### src/rtl/instruction_fetch.sv
// rtl/instruction_fetch.sv - instruction fetch stage with single-outstanding memory request and IF/ID register
module instruction_fetch #(
  parameter logic [31:0] NOP_INSTR = 32'h0000_0000
) (
  input  logic        clk,
  input  logic        rst,
  input  logic [31:0] current_pc,
  output logic        pc_write_enable,
  output logic        imem_req,
  output logic [31:0] imem_addr,
  input  logic        imem_ack,
  input  logic [31:0] imem_rdata,
  input  logic        stall,
  input  logic        flush,
  output logic [31:0] instr_out,
  output logic [31:0] pc_plus4_out,
  output logic        instr_valid
);

  // FETCH issues a request, WAIT holds it until the ack, HOLD presents the
  // captured instruction to decode until it is consumed or flushed.
  typedef enum logic [1:0] {
    FETCH = 2'd0,
    WAIT  = 2'd1,
    HOLD  = 2'd2
  } state_t;

  state_t state;

  // One-cycle pulse in the first HOLD cycle; lets the PC register step
  // exactly once per accepted instruction.
  logic advance;

  // Set when a redirect arrives while a request is in flight. The response
  // must still be drained (only one request may be outstanding) but its
  // data belongs to the wrong path and is dropped.
  logic discard;

  // The PC register advances after a capture, or loads the redirect target
  // in the same cycle flush is raised.
  assign pc_write_enable = advance | flush;

  // Fetch control FSM with registered memory interface and IF/ID outputs.
  always_ff @(posedge clk) begin
    if (rst) begin
      state        <= FETCH;
      imem_req     <= 1'b0;
      imem_addr    <= 32'h0000_0000;
      instr_out    <= NOP_INSTR;
      pc_plus4_out <= 32'h0000_0000;
      instr_valid  <= 1'b0;
      advance      <= 1'b0;
      discard      <= 1'b0;
    end else begin
      advance <= 1'b0;
      case (state)
        FETCH: begin
          // A stalled decode or a redirect in progress means current_pc is
          // not the address we want yet; wait for a quiet cycle.
          if (!stall && !flush) begin
            imem_addr <= current_pc;
            imem_req  <= 1'b1;
            state     <= WAIT;
          end
        end

        WAIT: begin
          // Request and address stay frozen here; stall has no effect since
          // nothing is presented to decode yet.
          if (imem_ack) begin
            imem_req <= 1'b0;
            discard  <= 1'b0;
            if (discard || flush) begin
              state <= FETCH;
            end else begin
              instr_out    <= imem_rdata;
              pc_plus4_out <= imem_addr + 32'd4;
              instr_valid  <= 1'b1;
              advance      <= 1'b1;
              state        <= HOLD;
            end
          end else if (flush) begin
            discard <= 1'b1;
          end
        end

        HOLD: begin
          // A redirect wins over a stall: the held instruction is on the
          // wrong path regardless of whether decode could take it.
          if (flush) begin
            instr_valid <= 1'b0;
            instr_out   <= NOP_INSTR;
            state       <= FETCH;
          end else if (!stall) begin
            // Decode takes the instruction this cycle; present a bubble.
            instr_valid <= 1'b0;
            instr_out   <= NOP_INSTR;
            state       <= FETCH;
          end
        end

        default: begin
          state    <= FETCH;
          imem_req <= 1'b0;
          discard  <= 1'b0;
        end
      endcase
    end
  end

endmodule
### config.mk
export PLATFORM = sky130hd
export DESIGN_NAME = instruction_fetch
export DESIGN_NICKNAME = d
export VERILOG_FILES = /design/src/rtl/instruction_fetch.sv
export SDC_FILE = /design/constraint.sdc
export NUM_CORES = 1
export LEC_CHECK = 0
export ABC_AREA = 1
export CAP_MARGIN = 40
export CORE_MARGIN = 4
export CORE_UTILIZATION = 48
export CTS_CLUSTER_DIAMETER = 120
export CTS_CLUSTER_SIZE = 10
export DETAILED_ROUTE_END_ITERATION = 8
export PLACE_DENSITY_LB_ADDON = 0.15
export SYNTH_ARGS = -nofsm -noshare
export SYNTH_HDL_FRONTEND = slang
export SYNTH_SLANG_ARGS = --single-unit
### constraint.sdc
create_clock -name clk -period 2.1 [get_ports clk]
set_clock_uncertainty 0.05 [all_clocks]
set_input_delay 0.315 -clock clk [delete_from_list [all_inputs] [get_ports clk]]
set_output_delay 0.315 -clock clk [all_outputs]
set_load 0.02 [all_outputs]
# Word-level counts from Yosys, hierarchy flattened
# Index checks and enable logic that the tools add are counted.
# op_classes
eq_ne	7
muxes	23
bitwise_logic	6
reduce_logical	14
addsub	1
# ops
operator	count
2-to-1 mux 32 bit	4
one-hot mux 32 bit (2 select lines)	1
adder 32 x 3 -> 32 bit, second input constant	1
2-to-1 mux 2 bit	5
2-to-1 mux 1 bit	9
AND reduction 3 bit	3
!= test 2 bit, second input constant	3
!= test 3 bit, second input constant	2
one-hot mux 2 bit (3 select lines)	1
NOT 1 bit	5
one-hot mux 1 bit (2 select lines)	2
AND reduction 2 bit	2
AND reduction 4 bit	1
one-hot mux 1 bit (3 select lines)	1
OR reduction 3 bit	1
== test 2 x 1 -> 1 bit, second input constant	1
== test 2 bit, second input constant	1
logical NOT 1 bit	2
logical NOT 2 bit	1
nonzero test 2 bit	1
OR reduction 2 bit	1
logical AND 1 bit	1
logical OR 1 bit	1
OR 1 bit	1
# totals
input_bits	69
regBits	102
out_inout_bits	99

# Logic depth before layout (Yosys ltp)
# Gate-level depths: netlist of the first run.
# logic_depth
ltp_word	4
mapped_depth	10
mapped_depth_nobuf	10

# Least setup slack after synthesis of the first run
# Ideal clock, no wire load.
# synth_timing
path_type	flip-flop to flip-flop
startpoint	reg imem_addr[3]
endpoint	reg pc_plus4_out[30]
setup_slack_ps	472
path_stages_with_launch	11
synth_period_minus_slack_ps	1628
arrival_ps	1469
required_time_ps	1941
cell_sequence	dfxtp_1 > ha_1 > nand2_1 > nor2_1 > nand2_2 > nor2_1 > nand2_1 > nand2_1 > nand3_1 > nand2_1 > inv_1
# synth_between
elab_chain_cells	1
# synth_rtl
element	line_no	source
from (decl)	10	output logic [31:0] imem_addr,
from (signal assigned)	61	imem_addr <= current_pc;
adder 32 x 3 -> 32 bit	77	pc_plus4_out <= imem_addr + 32'd4;
to (signal assigned)	77	
to (decl)	16	output logic [31:0] pc_plus4_out,
# No other way between the ends.
# A chain may end at the register's enable or synchronous reset.

# Worst setup path after layout of the first run
# layout_timing
startpoint	in flush
endpoint	out pc_write_enable
# layout_between
elab_chain_cells	1
# layout_rtl
element	line_no	source
from (decl)	14	input logic flush,
OR 1 bit	41	assign pc_write_enable = advance | flush;
to (decl)	8	output logic pc_write_enable,
# No other way between the ends.

==> results of run 1 <==
## sequential cells by signal (all words and copies together) (netlist names)
signal and cells:
pc_plus4_out 32, imem_req 1, imem_addr 32, discard 1, advance 1, state 2, instr_out 32, instr_valid 1
## routing by layer
metal / routed length (um) / track usage / vias up
met2: 5990 / 0.384 / 185
met4: 276 / 0.0855 / 2
met5: 13 / 0 / -
met1: 5770 / 0.301 / 2078
met3: 972 / 0.0683 / 26
li1: - / - / 2342
## worst min-delay path by stage
stage,start,endpoint,slack [ns]
after floorplan,imem_rdata[0],instr_out[0],0.41
after global placement,instr_valid,instr_valid,0.41
after detailed placement,instr_valid,instr_valid,0.41
after CTS,instr_valid,instr_valid,0.42
after global routing,instr_valid,instr_valid,0.44
final,instr_valid,instr_valid,0.42
## kinds of logic after synthesis
family                     Yosys count
buffers and inverters               83
adders and majority gates            1
xor gates and xnor gates             7
and+or+nand+nor                    310
AOI/OAI and AO/OA                  130
DFF                                102
## critical path: cells and delay by family
family | cells | cell delay [ns]
buffers and inverters | 2 | 0.96
and+or+nand+nor | 1 | 0.30
## layout make-up
| class | count | area, um2 |
|---|---|---|
| tap | 108 | 135 |
| multi-input combinational | 448 | 2040 |
| fill | 736 | 2480 |
| clock buffer | 10 | 138 |
| sequential | 102 | 2040 |
| clock inverter | 5 | 83.8 |
| timing repair buffer | 176 | 1750 |
| inverter | 50 | 189 |
## report_power, final
| group | switching (mW) | internal (mW) | leakage (nW) |
|---|---|---|---|
| clock network | 0.672 | 0.700 | 0.105 |
| registers | 0.0788 | 2.01 | 0.830 |
| logic | 0.292 | 0.302 | 1.38 |
| total | 1.04 | 3.01 | 2.31 |
## metrics by stage
step                      cell area [um2]  hold slack [ns]  power (mW)
after detailed placement             6150            0.409        2.72
final                                6370            0.422        4.05
after global routing                 6370            0.437        4.21
after global placement               6150            0.406        2.71
after floorplan                      4430            0.412        2.39
after CTS                            6370            0.424        4.07
## layout by cell type (no fill, tap or decap), drive strengths merged
cell           Yosys  layout
buf               13      10
xor2               3       3
nand3             59      59
or2                2       2
nor2             117     117
xnor2              4       4
clkdlybuf4s50      0     166
nand4              1       1
o21bai             1       1
inv               49      49
o21ai             55      55
clkinvlp           0       2
a211oi             2       2
clkbuf            20      10
nor3               1       1
and2               1       1
nand2            129     129
clkinv             1       2
dfxtp            102     102
bufinv             0       2
ha                 1       1
a21oi             72      72
==> reports/qor.csv, run 1 <==
metric;value;unit
slew_headroom;0.615;
start_kind;input pin;
syn-instance-count;633;
die_area;0.0108;mm2
period_minus_slack;1.94;ns
seq_area_frac_synth;0.461;
ys_ff_latch;102;
required;1.74;ns
h-tree-depth;3;
synth_edf_count;0;
postCtsHoldBufs;0;
ir_worst_vdd;0.000382;V
r2r_start;imem_addr[3];
worstSkewPairLatency;0.36;ns
synth_area;0.00443;mm2
path_cells;clkdlybuf4s50_1, or2_2, clkdlybuf4s50_1;
worstHoldPathType;flip-flop to flip-flop;
fin_nets;857;
crit_end;pc_write_enable;
path_common_cell;clkdlybuf4s50_1;
synth_top_family_by_area;simple AND/OR/NAND/NOR gates;
synth.top_cell.area_share;0.461;
first_global_vias;4362;
drive_gt1_frac;0.0455;
holdPathStages;2;
antenna_found_initial;1;
post-route-period-util;0.924;
yosysMostFrequentCell;nand2_1;
setup_tns;0;ns
dieWidth;104;um
cts-root-buf;clkbuf_8;
r2r_cells;10;
fp.coreArea;0.00885;mm2
synth_area_leaders;dfxtp_1 (46%), nand2_1 (11%), nor2_1 (9.5%);
yosys.area.top_type;dfxtp_1;
synth.top_cells.by_count;nand2_1 (128), nor2_1 (112), dfxtp_1 (102), a21oi_1 (72), nand3_1 (59);
first_pass_iters;5;
io_pins;168;
ys_warn_count;0;
setup_viol;0;
synth_mux_area_frac;0;
die_y;104;um
async_reset_ff_frac;0;
finalMaxSlewViolations;0;
routabilityCongestion;0.877;
worstPathMaxFanout;2;
cts_tree;done;
critical_path_class;input pin to output port;
postCtsSetupBuffers;0;
ys.flop_type;dfxtp_1;
cts_buffers;9;
vias;4633;
worstPathArrival;1.58;ns
startpoint;flush;
cap_violations;0;
synth_xor_area_frac;0.0139;
leakage;2.31;nW
vias_per_cell;5.15;
grt_pass1_wl;21.3;mm
place_inst;884;
cts_buffer_depth;2;
fmax;0.515;GHz
layout-area-overhead-vs-synth;43.9;%
r2r-end;pc_plus4_out[30];
synth_area_per_cell;6.99;um2
portBuffers;167;
ant_nets;0;
grt_max_degree;60;
syn_nets;703;
routed_wl;13.0;mm
synthAdderAreaFrac;0.00283;
reg2reg_slack;0.31;ns
power_density;636;mW/mm2
clk_pin_slew_worst_paths;0.10;ns
synth_compound_area_frac;0.150;
final_util;0.720;
fp-row-count;34;
layout_setup_ws;0.160;ns
drt_iter0_drc;307;
tightest_slew;0.577;ns
drc;0;
cpPeakStageDelay;0.54;ns
grt.overflow.total;0;
grt.total_usage;0.237;
hpwl;9.45;mm
antenna_cells;0;
rsz0062_at_grt;false;
dp_slack;0.108;ns
final_hold_viol_count;0;
yosys.area_share.simple;0.293;
cts_num_sinks;102;
start_util;0.500;
cp-end-kind;output port;
worst_path_max_delay_cell;clkdlybuf4s50_1;
fin_cells;899;
synth.distinct_cells;28;
status;complete, no violations;
wl_per_cell;14.5;um
cts-resized-gates;0;
(Power assumes the default switching activity.)
==> run 2, diff against run 1 <==
--- a/config.mk
+++ b/config.mk
@@ -13,6 +13,8 @@
 export CTS_CLUSTER_SIZE = 10
 export DETAILED_ROUTE_END_ITERATION = 8
 export PLACE_DENSITY_LB_ADDON = 0.15
+export SETUP_SLACK_MARGIN = 0.5
+export SKIP_LAST_GASP = 1
 export SYNTH_ARGS = -nofsm -noshare
 export SYNTH_HDL_FRONTEND = slang
 export SYNTH_SLANG_ARGS = --single-unit
==> run 2 against run 1 <==
Against the previous run: maximum frequency is 24% higher; routed wire length is 3.3% higher; sequential power hardly changed; critical path depth stayed put; first-iteration DRC count is 17% lower; global-route usage is 0.18 points lower; largest cell class is now multi-input gates; combinational power is 5.9% lower; die area stayed put; final cell count is 0.67% higher; design area is 0.33% lower; power is 6.6% lower.
==> reports/qor.csv, run 2 (synthesized netlist as in run 1, its figures left out) <==
metric;value;unit
rsz0062_at_grt;true;
leakage;2.78;nW
postLayoutCellArea;0.00635;mm2
vias_per_cell;5.25;
grt.overflow.total;0;
routabilityCongestion;0.898;
p_int;2.71;mW
critical_path_class;input pin to output port;
place_inst;884;
worst_path_max_delay_cell;clkdlybuf4s50_1;
fp-row-count;34;
cts_num_sinks;102;
power_density;596;mW/mm2
drive_gt1_frac;0.0828;
power_frac_seq;0.551;
routed_wl;13.4;mm
path_cells;clkdlybuf4s50_1, or2_2, clkbuf_2;
finalMaxSlewViolations;0;
first_global_vias;4460;
start_util;0.500;
worstSkewPairLatency;0.36;ns
holdPathStages;2;
grt_max_degree;60;
portBuffers;167;
setup_viol;0;
worstPathArrival;1.19;ns
slew_headroom;0.626;
layout-area-overhead-vs-synth;43.5;%
dieWidth;104;um
top_regs;imem_addr (32), instr_out (32), pc_plus4_out (32);
io_pins;168;
vias;4748;
die_area;0.0108;mm2
h-tree-depth;3;
fin_nets;862;
final_cell_mix;nand2_1 (124), nor2_1 (105), dlygate4sd2_1 (98);
critPathTopFamily;buffers and inverters;
tightest_slew;0.562;ns
worstHoldPathType;flip-flop to flip-flop;
clk_pin_slew_worst_paths;0.09;ns
place_area;0.00615;mm2
fin_cells;905;
combPwrFrac;0.148;
grt.total_usage;0.236;
cpPeakStageDelay;0.42;ns
final_hold_viol_count;0;
antenna_found_initial;1;
clock_power_share;0.301;
cp-end-kind;output port;
crit_cells;3;
die_y;104;um
fp.coreArea;0.00885;mm2
hpwl;9.45;mm
path_buf_inv;2;
setup_tns;0;ns
first_pass_iters;7;
cts-root-buf;clkbuf_8;
swShare;0.284;
required;1.74;ns
p_sw;1.07;mW
fmax;0.641;GHz
period_minus_slack;1.56;ns
ir_worst_vdd;0.000377;V
cap_violations;0;
grt_pass1_wl;21.4;mm
wl_per_cell;14.9;um
status;complete, no violations;
cts_buffers;9;
drc;0;
start_kind;input pin;
worstPathMaxFanout;2;
cts_buffer_depth;2;
post-route-period-util;0.743;
cts_tree;done;
antenna_cells;0;
layout_commonest_cell;nand2_1;
r2r_cells;9;
drt_iter0_drc;256;
ant_nets;0;
[run 2: cell count changes in the layout (fill, tap and decap cells not counted), moves of 3 or more]
cell	before	now
clkdlybuf4s50_1	166	67
dfxtp_1	102	90
dfxtp_2	0	10
dlygate4sd2_1	0	98
nand2_1	128	124
nand2_2	1	4
nor2_1	112	105
nor2_2	1	6
[run 2: worst paths after layout]
path / from / endpoint / slack, ns
worst max register to register: imem_addr[4] / pc_plus4_out[21] / 0.56
worst min register to register: imem_req / imem_req / 0.43
worst max-delay path: flush / pc_write_enable / 0.54
worst min-delay path: imem_req / imem_req / 0.43
[run 2: power groups by stage]
stage	clock [mW]	combinational, mW	sequential, mW
global route	1.22	0.610	2.10
detailed placement	0	0.597	2.13
floorplan	0	0.195	2.20
finish	1.14	0.559	2.08
CTS	1.15	0.551	2.08
global placement	0	0.585	2.12
[run 2: per-layer routing]
metal | share of wire | GRT usage | vias to the layer above
met5 | 0.00082 | 0 | -
met4 | 0.018 | 0.0750 | 2
met3 | 0.079 | 0.0559 | 23
met2 | 0.48 | 0.402 | 200
met1 | 0.42 | 0.294 | 2172
li1 | - | - | 2351
[run 2: through the flow]
stage          setup slack [ns]   util  hold WS (ns)  total power, mW
2_1_floorplan             0.583      -         0.412             2.39
3_3_place_gp              0.163  0.695         0.405             2.71
3_5_place_dp              0.150  0.695         0.421             2.72
4_1_cts                   0.373  0.703         0.432             3.78
6_report                  0.541  0.717         0.426             3.78
5_1_grt                   0.438  0.717         0.450             3.93
[run 2: tightest hold or removal path, cell delays in order, from the launching register on]
cell and delay [ns]:
dfxtp_1 0.32, o21ai_0 0.06, a21oi_1 0.06
[run 2: area by class of cell]
cell class                      count  area [um2]
Sequential cell                   102        2060
Clock buffer                       10         128
Clock inverter                      6        46.3
Multi-Input combinational cell    448        2090
Tap cell                          108         135
Fill cell                         787        2500
Timing Repair Buffer              181        1700
Inverter                           50         190
[run 2: repair_timing]
item | 4_1_cts | 5_1_grt
buffers inserted | 1 | 2
pin swaps | 2 | 2
hold buffers | 0 | 0
gates resized for setup | 104 | 31
cloned | 0 | 2
setup endpoints to repair | 111 | 55
